**src/rtl/ex_mem_stage.sv**
```systemverilog
// rtl/ex_mem_stage.sv - EX->MEM stage: set/branch resolution, 2-entry skid buffer, halt drain FSM
module ex_mem_stage #(
  parameter int W = 16
) (
  input  logic         clk,
  input  logic         rst_n,
  input  logic [W-1:0] alu_out,
  input  logic         alu_ofl,
  input  logic         alu_z,
  input  logic         alu_n,
  input  logic         alu_cout,
  input  logic         in_valid,
  output logic         in_ready,
  input  logic [3:0]   in_cond,
  input  logic [W-1:0] in_st_data,
  input  logic [2:0]   in_wr_reg,
  input  logic         in_reg_we,
  input  logic         in_mem_rd,
  input  logic         in_mem_wr,
  input  logic         in_halt,
  input  logic [W-1:0] in_br_target,
  output logic         out_valid,
  input  logic         out_ready,
  output logic [W-1:0] out_result,
  output logic [W-1:0] out_st_data,
  output logic [2:0]   out_wr_reg,
  output logic         out_reg_we,
  output logic         out_mem_rd,
  output logic         out_mem_wr,
  output logic         out_halt,
  output logic         out_err,
  output logic         redirect,
  output logic [W-1:0] redirect_pc,
  output logic         halted
);

  // payload layout: {result, st_data, wr_reg, reg_we, mem_rd, mem_wr, halt, err}
  localparam int PW = 2 * W + 8;

  typedef enum logic [1:0] {
    RUN    = 2'd0,
    DRAIN  = 2'd1,
    HALTED = 2'd2
  } state_t;

  state_t        state;
  logic          in_ready_q;
  logic          halted_q;
  logic          redirect_q;
  logic [W-1:0]  redirect_pc_q;

  logic          m_valid, s_valid;
  logic [PW-1:0] m_pay, s_pay;
  logic          m_valid_n, s_valid_n;
  logic [PW-1:0] m_pay_n, s_pay_n;

  logic          s_flag;
  logic [W-1:0]  dec_result;
  logic          dec_err;
  logic          dec_taken;
  logic [PW-1:0] in_pay;

  logic          accept;
  logic          wr;
  logic          drain;
  logic          halt_enter;
  logic          halt_done;

  // Resolve set-condition results, branch outcome and reserved-code error from ALU flags
  always_comb begin
    s_flag     = alu_n ^ alu_ofl;
    dec_result = alu_out;
    dec_err    = 1'b0;
    dec_taken  = 1'b0;
    case (in_cond)
      4'd0:    dec_result = alu_out;
      4'd1:    dec_result = {{(W-1){1'b0}}, alu_z};
      4'd2:    dec_result = {{(W-1){1'b0}}, ~alu_z & ~s_flag};
      4'd3:    dec_result = {{(W-1){1'b0}}, ~s_flag};
      4'd4:    dec_result = {{(W-1){1'b0}}, alu_cout};
      4'd8:    dec_taken  = alu_z;
      4'd9:    dec_taken  = ~alu_z;
      4'd10:   dec_taken  = alu_n;
      4'd11:   dec_taken  = ~alu_n;
      4'd12:   dec_taken  = 1'b1;
      default: dec_err    = 1'b1;
    endcase
  end

  assign in_pay = {dec_result, in_st_data, in_wr_reg, in_reg_we, in_mem_rd,
                   in_mem_wr, in_halt, dec_err};

  // Handshakes: anything accepted while a redirect is showing is wrong-path and dropped
  assign accept     = in_valid & in_ready_q;
  assign wr         = accept & ~redirect_q;
  assign drain      = m_valid & out_ready;
  assign halt_enter = wr & in_halt;
  assign halt_done  = drain & m_pay[1];

  // Next-state of the M/S buffer; S is only written when M is full and not draining
  always_comb begin
    m_valid_n = m_valid;
    s_valid_n = s_valid;
    m_pay_n   = m_pay;
    s_pay_n   = s_pay;
    if (drain) begin
      if (s_valid) begin
        m_pay_n   = s_pay;
        s_valid_n = 1'b0;
      end else if (wr) begin
        m_pay_n = in_pay;
      end else begin
        m_valid_n = 1'b0;
      end
    end else if (wr) begin
      if (!m_valid) begin
        m_valid_n = 1'b1;
        m_pay_n   = in_pay;
      end else begin
        s_valid_n = 1'b1;
        s_pay_n   = in_pay;
      end
    end
  end

  // Buffer registers
  always_ff @(posedge clk) begin
    if (!rst_n) begin
      m_valid <= 1'b0;
      s_valid <= 1'b0;
      m_pay   <= '0;
      s_pay   <= '0;
    end else begin
      m_valid <= m_valid_n;
      s_valid <= s_valid_n;
      m_pay   <= m_pay_n;
      s_pay   <= s_pay_n;
    end
  end

  // Taken-branch redirect pulse; a dropped instruction can never redirect, so no back-to-back pulses
  always_ff @(posedge clk) begin
    if (!rst_n) begin
      redirect_q    <= 1'b0;
      redirect_pc_q <= '0;
    end else begin
      redirect_q <= wr & dec_taken;
      if (wr & dec_taken) begin
        redirect_pc_q <= in_br_target;
      end
    end
  end

  // Halt FSM with registered in_ready/halted derived from the upcoming state
  always_ff @(posedge clk) begin
    if (!rst_n) begin
      state      <= RUN;
      in_ready_q <= 1'b1;
      halted_q   <= 1'b0;
    end else begin
      case (state)
        RUN: begin
          if (halt_enter) begin
            state <= DRAIN;
          end
          in_ready_q <= ~s_valid_n & ~halt_enter;
          halted_q   <= 1'b0;
        end
        DRAIN: begin
          if (halt_done) begin
            state    <= HALTED;
            halted_q <= 1'b1;
          end
          in_ready_q <= 1'b0;
        end
        HALTED: begin
          in_ready_q <= 1'b0;
          halted_q   <= 1'b1;
        end
        default: begin
          state      <= RUN;
          in_ready_q <= 1'b0;
          halted_q   <= 1'b0;
        end
      endcase
    end
  end

  assign in_ready    = in_ready_q;
  assign halted      = halted_q;
  assign redirect    = redirect_q;
  assign redirect_pc = redirect_pc_q;
  assign out_valid   = m_valid;
  assign {out_result, out_st_data, out_wr_reg, out_reg_we, out_mem_rd,
          out_mem_wr, out_halt, out_err} = m_pay;

endmodule

```
**config.mk**
```make
export PLATFORM = sky130hd
export DESIGN_NAME = ex_mem_stage
export DESIGN_NICKNAME = d
export VERILOG_FILES = /design/src/rtl/ex_mem_stage.sv
export SDC_FILE = /design/constraint.sdc
export NUM_CORES = 1
export LEC_CHECK = 0
export CAP_MARGIN = 20
export CORE_MARGIN = 10
export CORE_UTILIZATION = 35
export DETAILED_ROUTE_END_ITERATION = 12
export PLACE_DENSITY = 0.66
export SKIP_LAST_GASP = 1
export SLEW_MARGIN = 0
export SYNTH_ARGS = -nofsm -noshare
export SYNTH_HDL_FRONTEND = slang
export SYNTH_SLANG_ARGS = --single-unit
export TNS_END_PERCENT = 100
```
**constraint.sdc**
```tcl
create_clock -name clk -period 2.9 [get_ports clk]
set_input_delay 0.435 -clock clk [delete_from_list [all_inputs] [get_ports clk]]
set_output_delay 0.435 -clock clk [all_outputs]
set_load 0.05 [all_outputs]
```
# Yosys cells after proc, flatten, opt, wreduce, memory -nomap -nowiden

Cells that the tools add are included.

Input port bits: 67
Memories: 0
Logic and storage cells: 72
Register bits: 103
RAM bits: 0
Output and inout port bits: 60
ROM bits: 0
Bits in latches: 0

Bitwise operators: 17
Magnitude comparators: 0
Div/mod/pow operators: 0
Multiply operators: 0
Shift-type cells: 0
Multiplexer cells: 21
Eq/ne operators: 16
Reduce and logical (&&, ||, !) cells: 9
Add/subtract/negate cells: 0

Operators by type and width:

| kind                                                                  | number |
|---|---|
| 40-bit 2-to-1 mux                                                     | 5 |
| 16-bit case mux with 4 select lines                                   | 1 |
| 4-bit equality test, second input constant                            | 5 |
| 3-bit AND reduction                                                   | 4 |
| 1-bit 2-to-1 mux                                                      | 10 |
| 10-bit OR reduction                                                   | 1 |
| 1-bit AND                                                             | 8 |
| 4-bit by 2-bit equality test with 1-bit output, second input constant | 2 |
| 2-bit != test, second input constant                                  | 4 |
| 1-bit NOT                                                             | 8 |
| 2-bit case mux with 3 select lines                                    | 1 |
| 1-bit case mux with 5 select lines                                    | 1 |
| 4-bit by 1-bit equality test with 1-bit output, second input constant | 1 |
| 4-bit by 3-bit equality test with 1-bit output, second input constant | 1 |
| 4-bit logical NOT                                                     | 1 |
| 2-bit 2-to-1 mux                                                      | 2 |
| 2-bit nonzero test                                                    | 2 |
| 2-bit by 1-bit equality test with 1-bit output, second input constant | 1 |
| 2-bit equality test, second input constant                            | 1 |
| 2-bit logical NOT                                                     | 1 |
| 2-bit by 1-bit != test with 1-bit output, second input constant       | 1 |
| 1-bit case mux with 2 select lines                                    | 1 |
| 1-bit XOR                                                             | 1 |

# Longest topological paths before layout

Gate-level depths: netlist of the first run.

Word-level depth: 7
Gate-level depth with buffers: 8
Mapped depth without buffers: 6

# Worst setup path after synthesis of the first run

No wires, ideal clock.

Path type: register -> register
From: reg in_ready_q, in the netlist in_ready
To: reg m_pay[0]
Arrival: 1,891 ps
Slack: 893 ps
Required time: 2,784 ps
Cell stages (with the launch flop): 9
Period minus slack after synthesis: 2,007 ps
Path through: dfxtp_1 -> and3b_1 -> buf_2 -> inv_1 -> ha_1 -> nor3_4 -> buf_2 -> o211ai_1 -> o211a_1

Cells in the longest elaborated chain, start to end: 4

RTL lines:

| item                            | RTL line | RTL |
|---|---|---|
| from (decl)                     | 47       | `logic in_ready_q;` |
| from (signal assigned)          | 166      | `in_ready_q <= ~s_valid_n & ~halt_enter;` |
| 1-bit AND *                     | 94       | `assign accept = in_valid & in_ready_q;` |
| 1-bit AND *                     | 95       | `assign wr = accept & ~redirect_q;` |
| 2-bit nonzero test (no line)    | --       |  |
| 3-bit AND reduction (no line) * | --       |  |
| to (signal assigned)            | 136      | `m_pay <= m_pay_n;` |
| to (decl)                       | 53       | `logic [PW-1:0] m_pay, s_pay;` |

Every way passes the cells marked *; elsewhere a longest branch is shown, timed or not.
A chain may end at the register's enable or synchronous reset.

# Worst setup path in the final report of the first run

From: reg m_valid, in the netlist out_valid
To: out out_valid

RTL lines:

| item                   | RTL line | RTL |
|---|---|---|
| from (decl)            | 52       | `logic m_valid, s_valid;` |
| from (signal assigned) | 134      | `m_valid <= m_valid_n;` |
| to (decl)              | 22       | `output logic out_valid,` |

No word-level cell between the ends.

==> metrics list, run 1 <==
* Clk Latency, worst-skew pair: 0.35 ns
- STA classifies the critical path startpoint as a flop.
- Largest driver fanout on the critical path: 8
* Portion of the post-synthesis area used by sequential elements: 0.475
- VDD sags by at most 360 µV.
* Top-level port count: roughly 130
* Category of the most critical setup path: reg -> out
* Avg Cell Area, Syn: roughly 8.2 µm²
- Relative area change from synthesis to final layout: 39.0%
* Post-layout nets: 701
* Via total after detailed routing: 3965
* Clock Path Buffers: 2
- Root Driver: clkbuf_16
- Final critical-path share of the clock period: 0.722
- Chip Height: around 130 µm
* Final critical delay including setup and external delays: roughly 2.1 ns
* Antenna violations before repair: 0
- The via count of the first global-routing pass came to ~3800.
- After detailed routing, the number of vias per cell comes to 4.94.
- At the pin with the least slew margin, the transition time is 0.630 ns.
* Total DRC errors in the routed layout: 0
- CTS sink cnt: between 100 and 150
- FF-to-FF setup slack: 0.99 ns
- Total iterations of the first detailed-routing run: 4
* Combined buffer and inverter count along the critical path: 1
* Max_slew headroom: 0.580
- Final global-route overflow total: 0
- Counting the fill cells in the layout gives 1144.
- Final hold violation count: 0
- Die width: 131 µm
* Setup WS post-layout: 0.806 ns
- Result of the run: completed
- Leading cell types in the layout, fill and taps excluded: nand2_1 (147), clkdlybuf4s50_1 (125), dfxtp_1 (103)
* CP max stage cell: clkdlybuf4s50_1
- Data required time at the worst endpoint: 2.47 ns
- Power spread over the standard cell area amounts to about 740 nW/µm².
- The die covers roughly 17000 µm².
- Final-layout worst hold slack: 0.453 ns
- Final setup violation count: 0
- Entering global routing, the biggest net connects just over 80 pins.
- Leaving out fill and tap cells, the most frequent cell in the layout is nand2_1.
* Standard-cell row count: 40
* Clock-pin slew reported for the worst setup and hold paths after clock tree synthesis: 0.07 ns
- The endpoint identified for the worst register-to-register timing path is m_pay[22].
- The startpoint identified for the worst register-to-register timing path is redirect.
* Hold path endpoint: s_pay[24]
- For this configuration, the core starts out at a cell density of 0.360.
* Area of combinational cells with multiple inputs: 2070 µm²
- Core Area: between 10000 and 15000 µm²
- Worst setup slack before clock tree synthesis: 0.449 ns
- Cell chain of the critical path: clkdlybuf4s50_1
* Leakage power total: about 2.4 nW
* Total power draw: 0.00444 W
- Based on the critical path, the design can be clocked at up to 0.478 GHz.
- In the final layout, the share of cells above drive strength 1 is 0.0505.
- The clock tree synthesis step divided the H-tree into 3 levels.
- Total wire length after detailed routing: between 10 and 15 mm
- Summed over all failing endpoints, the final setup total negative slack is 0 ns.
* Worst hold path startpoint: s_pay[24]
- The synthesized netlist contains 38 unique library cells.
- Syn. warnings: 0
* Antenna cell count: 0
- Total standard cell area after synthesis: between 4000 and 5000 µm²
* Starting DRC count in detailed routing: 276
* Number of instances on the worst hold path: 2
* Total clock buffers created by CTS: 9
* Half-perimeter wire length after detailed placement: 8.36 mm
- The first global-routing pass estimated 19.6 mm of wire.
- Setup repair after global routing missed its margin: no
* TritonCTS clock tree: yes
- The worst setup path is captured at a primary output.
- The number of max-slew violations in the final report came to 0.
* Routed Antenna Nets: 0
- The number of placed instances, taps included, is 786.
- Worst reg-to-reg path cell count: 7
- GP Congestion: 0.750
- Area taken by flip-flops and latches: 2060 µm²
- Data arrival at the endpoint of the critical path: 1.66 ns
- Counting every instance in the synthesized netlist gives 527.
* Top cell family by delay on the critical path: buffers and inverters
- Counting every net in the synthesized netlist gives between 500 and 600.
- In this run the worst hold path is classified as reg -> reg.
- Flop and latch count out of synthesis: 103
* Wire per inst: 14.9 µm
- During placement, the flow inserted port buffers numbering approximately 130.
* Hold-fix buffers at CTS: 0
* Tot GR Track Use: 0.136
* Longest individual stage delay on the worst path: about 0.86 ns
- Once the clock tree was built, the resizer swapped 0 gates to a different size.
- Across the run, the number of max-cap violations was 0.
- Number of cells in the finished layout apart from fillers: 802
* Setup Fix Bufs, Post-CTS: 0
- Setup skew after layout: 0.00707 ns
## power by group
part           total (W)  switching [W]  internal (W)
Clock            0.00119       0.000515      0.000675
Combinational    0.00152       0.000964      0.000560
Sequential       0.00172       0.000112       0.00161
## flip-flops by register name (all words and copies together), names as in the netlist
signal and cells:
halted 1, in_ready 1, m_pay 40, out_valid 1, redirect 1, redirect_pc 16
s_pay 40, s_valid 1, state 2
## worst max path at each step
stage / from / end / slack, ns / depth (start not counted)
after CTS: out_valid / out_valid / 0.78 / 1
final: out_valid / out_valid / 0.81 / 1
after global routing: in_valid / m_pay[12] / 0.68 / 8
after detailed placement: in_valid / m_pay[12] / 0.45 / 8
after floorplan: in_ready / m_pay[0] / 0.89 / 8
after global placement: in_valid / m_pay[0] / 0.53 / 8
## through the flow
stage / cell area (µm²) / utilization
6_report: 6030 / 0.500
3_5_place_dp: 5740 / 0.476
3_3_place_gp: 5740 / 0.476
5_1_grt: 6030 / 0.500
2_1_floorplan: 4340 / -
4_1_cts: 6030 / 0.500
## logic make-up after synthesis
group,synth area share
AND/OR/NAND/NOR,0.249
adder cells (fa/ha/maj),0.0144
XOR/XNOR,0.00404
flip-flops,0.475
buffers and inverters,0.0496
AO/OA/AOI/OAI,0.198
multiplexers,0.00923
## area by class of cell
| cell class | instances | area share |
|---|---|---|
| inverters | 3 | 0.00187 |
| clock inverters | 2 | 0.00207 |
| clock buffers | 14 | 0.0471 |
| multi-input cells | 376 | 0.343 |
| well taps | 168 | 0.0348 |
| flip-flops and latches | 103 | 0.342 |
| repair buffers | 136 | 0.229 |
## layer usage
| metal | GRT usage | vias up | wire (µm) |
|---|---|---|---|
| met1 | 0.157 | 1811 | 5250 |
| met3 | 0.0857 | 10 | 1310 |
| met2 | 0.207 | 126 | 5260 |
| met4 | 0.0309 | 0 | 133 |
| li1 | - | 2018 | - |
| met5 | 0 | - | 0 |
## synthesized netlist by cell type, drive strengths merged
master,number,area (µm²)
dfxtp,103,2060
nor2,4,15.0
nor2b,3,18.8
a211o,1,8.76
nand2,147,552
and3b,1,8.76
nand4,1,6.26
a21boi,40,300
clkbuf,22,83.8
o21bai,1,7.51
mux2i,4,40.0
a211oi,1,7.51
ha,5,62.6
a31oi,16,100
nand2b,2,12.5
nor3b,2,20.0
or4b,1,10.0
nand3,75,375
inv,3,11.3
and2,3,18.8
a21oi,2,13.8
and3,1,6.26
nand3b,1,7.51
or3,1,6.26
o21ai,35,175
nor3,1,16.3
buf,23,120
and2b,1,7.51
xor2,2,17.5
o211ai,1,7.51
o211a,24,240
## worst reg2reg max path: stages, from the launching register on
cell and delay, ns:
dfxtp_1 0.31, and3b_1 0.35, inv_1 0.08, ha_1 0.22, nor3_4 0.22, buf_12 0.30, nand3_1 0.18, o211a_1 0.15
(Power assumes the default switching activity.)
==> inputs of run 2 (changes only) <==
==> constraint.sdc (replaced) <==
create_clock -name clk -period 2 [get_ports clk]
set_input_delay 0.3 -clock clk [delete_from_list [all_inputs] [get_ports clk]]
set_output_delay 0.3 -clock clk [all_outputs]
set_load 0.05 [all_outputs]
==> run 2 against run 1 <==
Effect of this change:
- power grew 43%
- clock skew shrank 0.0031 ns
- die area is the same
- non-clock buffer count grew 12
- sequential power grew 46%
- critical path type unchanged
- critical endpoint unchanged
- largest power group unchanged
- highest routed layer unchanged
==> metrics list, run 2 (synthesis results as in run 1) <==
- Die width: 131 µm
* Final setup violation count: 0
* Endpoint kind of the worst setup timing path: primary output
* Total DRC errors in the routed layout: 0
- Clock Power Share: 0.244
- For this design the top-level I/O count stands at 127.
* Longest individual stage delay on the worst path: between 0.8 and 0.9 ns
- Fillers: 1128
* Post-layout nets: 713
- Entering global routing, the biggest net connects 47 pins.
- Setup repair after global routing missed its margin: no
* Total iterations of the first detailed-routing run: 4
* Clk Latency, worst-skew pair: roughly 0.34 ns
- TritonCTS built the clock tree.
- For the final routed database, the setup TNS stands at 0 ns.
- Starting DRC count in detailed routing: 247
- Setup skew after layout: 0.00399 ns
- From synthesis to final layout, the design area changed by 42.2%.
- The initial antenna violation count is 0.
- Root Driver: clkbuf_16
* Number of cells in the finished layout apart from fillers: about 810
* Die Area: 17300 µm²
- The tightest hold path in the finished design has a slack of 0.409 ns.
- Measured in cells, the most critical reg-to-reg path has a length of 6.
- Setup slack on the worst reg-to-reg path comes out at 0.34 ns.
- After clock tree synthesis, the clock-pin slew on the worst setup and hold paths is 0.06 ns.
- The total count of hold-check failures in the final report is 0.
* Starting Density: 0.360
- Wire per inst: approximately 15 µm
* Area of combinational cells with multiple inputs: 2070 µm²
- The library cells used most frequently in the layout, excluding fill and tap cells, are nand2_1 (147), clkdlybuf4s50_1 (124), dfxtp_1 (102).
- Measured against its own limit, the worst slew margin works out to 0.630.
* Data arrival at the endpoint of the critical path: 1.65 ns
* Fraction of the core area covered by cells at the end of the flow: 0.512
- Cell internal power was estimated by the tool at roughly 0.004 W.
* Combined buffer and inverter count along the critical path: 1
- Final critical delay including setup and external delays: 1.95 ns
- Half-perimeter wire length after detailed placement: 8.88 mm
* Startpoint types: flop
- Total instance count after detailed placement: 798
- After clock tree synthesis, the setup repair step added 0 buffers.
* Max cap viols: 0
- Summed over all layers, the global routing overflow is 0.
- For this design, the CTS-stage hold fixing added 0 buffers.
- In this run the vertical extent of the chip is about 130 µm.
* Tot GR Track Use: 0.138
* Final critical-path share of the clock period: 0.973
* Category of the most critical setup path: reg -> out
* Data required time at the worst endpoint: 1.70 ns
- Core Area: 12100 µm²
- Counting along the longest clock path gives a buffer depth of 2.
- GP Congestion: 0.784
- Buffers inserted during clock tree synthesis total 9.
- Cell chain of the critical path: clkdlybuf4s50_1
- Most frequent standard cell in the layout excluding fill and tap cells: nand2_1
- Using the TritonRoute via totals, the vias-per-cell ratio works out to 5.00.
- Net switching power: 0.00230 W
* Maximum vdd ir drop: 582 µV
- Fraction of layout cells with a size suffix above 1: 0.0666
* Depth of the critical timing path with buffers and inverters included: 1
* Share of total power in combinational logic: 0.361
- In this run the number of H-tree levels came out at 3.
- Number of instances on the worst hold path: 3
- Once detail routing completed, the nets flagged for antenna violations numbered 0.
* Via total after detailed routing: 4068
- CTS sink cnt: 103
- Buffers placed on the I/O ports in this run total 126.
* Top cell family by delay on the critical path: buffers and inverters
* CP max stage cell: clkdlybuf4s50_1
- Area taken by flip-flops and latches: 2060 µm²
- Standard-cell row count: 40
- Antenna cell count: 0
* Worst hold-check path type: in -> reg
- Timing would allow up to just over 0.5 GHz.
- The run finished with clean final reports.
- Wires add up to 12.3 mm.
- Share of total power in sequential cells: 0.395
* Count of instances resized after the clock tree is built: 0
* Vias in the first global route: just over 4000
- Global-route wire length before repair: 20.2 mm
- Leakage power total: around 2.4 nW
* Pins over their slew limit: 0
- For this design the ratio of total power to cell area is around 1000 nW/µm².
- Switching part of the total: 0.362
* Largest driver fanout on the critical path: 8
* Worst Max-Slew Pin Slew: 0.554 ns
run 2: changes by cell type in the layout (fill, tap and decap cells not counted), moves of 2 or more:
cell and change:
buf_12 +7, buf_4 +6, clkbuf_1 +2, clkbuf_8 -4
clkinv_2 +2
run 2: per-layer routing:
layer | track usage | vias to the layer above | wire length [µm]
li1 | - | 2033 | -
met1 | 0.155 | 1875 | 5140
met2 | 0.230 | 143 | 5760
met3 | 0.0694 | 17 | 1270
met4 | 0.0309 | 0 | 153
met5 | 0 | - | 0
run 2: path summary, 6_finish.rpt:
| path | from | to |
|---|---|---|
| setup / recovery | out_valid | out_valid |
| hold / removal | rst_n | s_valid |
| setup reg to reg | out_valid | m_pay[18] |
| hold reg to reg | redirect_pc[2] | redirect_pc[2] |
run 2: cell type report:
type | instances | share of cell area
multi-input cells | 376 | 0.335
flip-flops and latches | 103 | 0.334
repair buffers | 148 | 0.253
well taps | 168 | 0.0341
inverters | 3 | 0.00182
clock buffers | 12 | 0.0383
clock inverters | 4 | 0.00365
run 2: power by group through the flow:
| stage | clock network [W] | registers [W] | logic (W) |
|---|---|---|---|
| after floorplan | 0 | 0.00330 | 0.000683 |
| after global placement | 0 | 0.00255 | 0.00228 |
| after detailed placement | 0 | 0.00256 | 0.00232 |
| after CTS | 0.00162 | 0.00252 | 0.00233 |
| after global routing | 0.00169 | 0.00255 | 0.00246 |
| final | 0.00155 | 0.00251 | 0.00229 |
run 2: per-stage QoR:
step / area [µm²] / worst slack (ns) / power (W)
floorplan: 4340 / 0.0626 / 0.00398
global placement: 5910 / -0.0284 / 0.00483
detailed placement: 5910 / -0.0634 / 0.00488
CTS: 6170 / 0.0192 / 0.00646
global route: 6170 / 0.000482 / 0.00670
finish: 6170 / 0.0532 / 0.00636
